<file path="config.mk">
export PLATFORM = sky130hd
export DESIGN_NAME = serial2parallel
export DESIGN_NICKNAME = d
export VERILOG_FILES = /design/src/rtl/conv_pkg.sv /design/src/rtl/serial2parallel.sv
export SDC_FILE = /design/constraint.sdc
export NUM_CORES = 1
export LEC_CHECK = 0
export CORE_AREA = 2 2 39 41
export CTS_CLUSTER_DIAMETER = 100
export CTS_CLUSTER_SIZE = 25
export DETAILED_ROUTE_END_ITERATION = 6
export DIE_AREA = 0 0 41 43
export DONT_BUFFER_PORTS = 1
export PLACE_DENSITY = 0.33
export SETUP_SLACK_MARGIN = 0.3
export SLEW_MARGIN = 25
export SYNTH_ARGS = -nofsm -noshare
export SYNTH_HDL_FRONTEND = slang
export SYNTH_SLANG_ARGS = --single-unit
</file>
<file path="constraint.sdc">
create_clock -name clk_sig -period 3.2 [get_ports clk_sig]
set_input_delay 0.8 -clock clk_sig [delete_from_list [all_inputs] [get_ports clk_sig]]
set_output_delay 0.8 -clock clk_sig [all_outputs]
set_load 0.005 [all_outputs]
</file>
<file path="src/rtl/conv_pkg.sv">
// Shared definitions for the convolutional-code channel stages (serial<->parallel regrouping).
package conv_pkg;

    localparam logic [0:0] S_SEARCH  = 1'b0;
    localparam logic [0:0] S_COLLECT = 1'b1;

    // Symbol width common to the parallel-to-serial and serial-to-parallel stages.
    localparam int unsigned SYMBOL_WIDTH = 2;

endpackage

</file>
<file path="src/rtl/serial2parallel.sv">
// Serial-to-parallel converter: regroups an LSB-first channel bit stream into WIDTH-bit symbols
// and presents them on a one-entry valid/ready output register with a sticky overflow flag.
module serial2parallel
    import conv_pkg::*;
#(
    parameter int unsigned WIDTH    = SYMBOL_WIDTH,
    parameter bit          ALIGN_EN = 1'b1
) (
    input  logic             clk_sig,
    input  logic             reset_sig,
    input  logic             serial_valid,
    input  logic             serial_sig,
    input  logic             align_sig,
    output logic [WIDTH-1:0] parallel_sig,
    output logic             parallel_valid,
    input  logic             parallel_ready,
    output logic             overflow_sig
);

    localparam int unsigned          CNT_W    = $clog2(WIDTH);
    localparam logic [CNT_W-1:0]     CNT_ZERO = CNT_W'(0);
    localparam logic [CNT_W-1:0]     CNT_ONE  = CNT_W'(1);
    localparam logic [CNT_W-1:0]     CNT_LAST = CNT_W'(WIDTH - 1);
    localparam logic [0:0]           S_INIT   = ALIGN_EN ? S_SEARCH : S_COLLECT;

    logic [0:0]       r_state;
    logic [WIDTH-1:0] r_shreg;
    logic [CNT_W-1:0] r_bit_cnt;
    logic [WIDTH-1:0] r_parallel;
    logic             r_valid;
    logic             r_overflow;

    logic [0:0]       w_state_nxt;
    logic [WIDTH-1:0] w_shreg_nxt;
    logic [CNT_W-1:0] w_cnt_nxt;
    logic             w_complete;
    logic             w_align;
    logic [WIDTH-1:0] w_shifted;

    assign w_align   = ALIGN_EN & align_sig;
    assign w_shifted = {serial_sig, r_shreg[WIDTH-1:1]};

    // Framing FSM and bit counter next-state; an align bit always restarts the symbol at bit 0.
    always_comb begin
        w_state_nxt = r_state;
        w_shreg_nxt = r_shreg;
        w_cnt_nxt   = r_bit_cnt;
        w_complete  = 1'b0;
        if (serial_valid) begin
            case (r_state)
                S_SEARCH: begin
                    if (w_align) begin
                        w_shreg_nxt = w_shifted;
                        w_cnt_nxt   = CNT_ONE;
                        w_state_nxt = S_COLLECT;
                    end else begin
                        w_state_nxt = S_SEARCH;
                    end
                end
                S_COLLECT: begin
                    w_shreg_nxt = w_shifted;
                    if (w_align && (r_bit_cnt != CNT_ZERO)) begin
                        w_cnt_nxt = CNT_ONE;
                    end else if (r_bit_cnt == CNT_LAST) begin
                        w_cnt_nxt  = CNT_ZERO;
                        w_complete = 1'b1;
                    end else begin
                        w_cnt_nxt = r_bit_cnt + CNT_ONE;
                    end
                end
                default: begin
                    w_state_nxt = S_INIT;
                    w_cnt_nxt   = CNT_ZERO;
                end
            endcase
        end else begin
            w_state_nxt = r_state;
        end
    end

    // Framing state registers.
    always_ff @(posedge clk_sig or negedge reset_sig) begin
        if (!reset_sig) begin
            r_state   <= S_INIT;
            r_shreg   <= '0;
            r_bit_cnt <= CNT_ZERO;
        end else begin
            r_state   <= w_state_nxt;
            r_shreg   <= w_shreg_nxt;
            r_bit_cnt <= w_cnt_nxt;
        end
    end

    // One-entry output register: consume and refill may happen in the same cycle without a bubble.
    always_ff @(posedge clk_sig or negedge reset_sig) begin
        if (!reset_sig) begin
            r_parallel <= '0;
            r_valid    <= 1'b0;
            r_overflow <= 1'b0;
        end else if (w_complete && (!r_valid || parallel_ready)) begin
            r_parallel <= w_shifted;
            r_valid    <= 1'b1;
        end else if (w_complete) begin
            r_overflow <= 1'b1;
        end else if (r_valid && parallel_ready) begin
            r_valid <= 1'b0;
        end else begin
            r_valid <= r_valid;
        end
    end

    assign parallel_sig   = r_parallel;
    assign parallel_valid = r_valid;
    assign overflow_sig   = r_overflow;

endmodule
</file>
==> metrics.md <==
| Metric | Value |
|---|---|
| Status | `finished clean` |
| Most frequent cells in the layout | `7 x dfrtp_1, 3 x clkbuf_4, 2 x mux2_1` |
| Crit path required time | `2.40 ns` |
| Worst-path clk slew | `0.05 ns` |
| Final design utilization | `0.2387` |
| Period utilization | `0.4479` |
| Post-CTS sizing | `0` |
| Fillcell total | `151` |
| Maximum VDD drop | `0.1778 mV` |
| Post-route ant nets | `0` |
| Antenna violations before repair | `0` |
| Number of global-route vias before repair | `200` |
| First-pass GRT wire length | `855 um` |
| Pre-antenna DRT Iters | `1` |
| Critical Setup Path Class | `reg -> out` |
| CTS Hold Buffers Added | `0` |
| Crit path DAT | `0.63 ns` |
| Most common cell after layout, fill and taps aside | `dfrtp_1` |
| Final-report hold violation count | `0` |
| Slew at the pin with the worst max-slew slack | `0.1940 ns` |
| WL/cell | `12.70 um` |
| Clock Tree Root | `clkbuf_4` |
| Clk buf depth | `2` |
| Synth Area per Inst | `14.20 um^2` |
| Worst setup SP type | `flip-flop` |
| Non-Filler Instances | `40` |
| GRT Total Usage | `0.08182` |
| Synth unique cells | `13` |
| Clk_lat worst skew | `0.24 ns` |
| # diodes | `0` |
| Clock Skew | `0.001539 ns` |
| Synthesized area | `284.0 um^2` |
| Starting Density | `0.2052` |
| Row cnt | `14` |
| CTS Sinks | `7` |
| Syn Nets | `26` |
| Starting DRC count in detailed routing | `0` |
| Residual DRC | `0` |
| Sequential area share after synthesis | `0.6167` |
| Synth Warn # | `0` |
| Via count | `170` |
| Die area | `1763 um^2` |
| IO Count | `10` |
| Routed WL | `508 um` |
| #FFs+latches synth | `7` |
| Cts bufs inserted | `3` |
| Min Hold Slack | `0.2464 ns` |
| Slew margin rel. | `0.8693` |
| F_max | `0.6978 GHz` |
| Final setup violating endpoints | `0` |
| Post-DP HPWL | `399.1 um` |
| NumNets Final | `31` |
| Final Cell Area | `330.3 um^2` |
| CTS tree | `done` |
| Gr ovfl total | `0` |
| Dpl cells | `36` |
| Crit Path Max Fanout | `2` |
| Post-CTS setup buffer count | `0` |
| Max Cap Viol | `0` |
| RSZ-0062 raised after global routing | `no` |
| Lkg Pwr | `0.1325 nW` |
| Placed instance area | `304.0 um^2` |
| Top cell type's share of synthesized area | `0.6167` |
| Min-delay worst type | `in -> async` |
| Die Y | `43 um` |
| Power Density | `654.1 nW/um^2` |
| Setup TNS | `0 ns` |
| # port buffers | `0` |
| Ranking of synthesized cells by area | `dfrtp_1 62%, mux2_1 7.9%, nand4b_2 5.3%, mux2_2 4.0%, nor2b_2 3.1%` |
| Gate count of the mapped netlist | `20` |
| Total core area | `1384 um^2` |
| Pin count of the biggest net entering global routing | `8` |
| Vias per inst | `4.250` |
| Routability Congestion | `0.5421` |
| Tmin final | `1.433 ns` |
| Share of post-route cells with drive strength above 1 | `0.2500` |
| Max Slew Vio Count | `0` |
| Die width | `41 um` |
| Post-synth top area cell | `dfrtp_1` |
| CP endpoint kind | `output port` |
| Area delta synth->final | `16.30%` |
| H-tree lvl count | `1` |
## Yosys cell counts
cell type  n
o21bai_1   1
mux2_2     1
nand2b_1   1
o21ai_0    1
mux2_1     2
nand3_1    1
nor2b_2    1
o22a_1     1
nand4b_2   1
nand2_1    1
dfrtp_1    7
o21a_1     1
a21o_1     1
## area by class of cell
| cell class | count | area, um^2 | area share |
|---|---|---|---|
| multi-input combinational | 13 | 108.9 | 0.3295 |
| clock buffer | 4 | 26.28 | 0.07955 |
| sequential | 7 | 175.2 | 0.5303 |
| tap | 16 | 20.02 | 0.06061 |
## kinds of logic (layout without fill, tap and decap cells)
kind of cell,count (synthesis),after routing,synth area share
multiplexers,3,3,0.1189
buffers and inverters,0,4,0
flip-flops,7,7,0.6167
AND/OR/NAND/NOR,5,5,0.1365
AO/OA/AOI/OAI,5,5,0.1278
## flip-flops by register name, summed over array words and instances, names as in the netlist
name and count:
r_bit_cnt 1, parallel_valid 1, parallel_sig 2, r_state 1, overflow_sig 1, r_shreg 1
## worst paths after layout
path	startpoint	end	slack, ns	depth (start not counted)
max	parallel_sig[1]	parallel_sig[1]	1.77	0
min in group clk_sig	r_shreg[1]	parallel_sig[0]	0.49	1
max in group asynchronous	reset_sig	r_bit_cnt	2.88	0
max reg2reg	r_state	parallel_sig[1]	2.02	3
min	reset_sig	r_shreg[1]	0.25	0
min reg2reg	r_shreg[1]	parallel_sig[0]	0.49	1
## per-layer routing
layer	part of all wire	global-route usage	routed length (um)	up-vias
met1	0.43	0.09180	218	81
met4	0	0.08000	0	0
met5	0	0	0	-
li1	-	-	-	81
met2	0.46	0.09063	236	8
met3	0.10	0.06283	53	0
## power by group
part	leakage (nW)	switching [mW]	total [mW]	internal, mW
logic	0.0394	0.00653	0.0193	0.0128
registers	0.0781	0.0127	0.119	0.106
clock network	0.0150	0.0306	0.0781	0.0475
total	0.132	0.0498	0.216	0.166
## metrics by stage
stage	setup slack [ns]	power [mW]
after global placement	1.555	0.1390
after detailed placement	1.540	0.1409
final	1.767	0.2161
after global routing	1.726	0.2333
after floorplan	1.603	0.1345
after CTS	1.744	0.2255
Power figures use the tool's default switching activity.
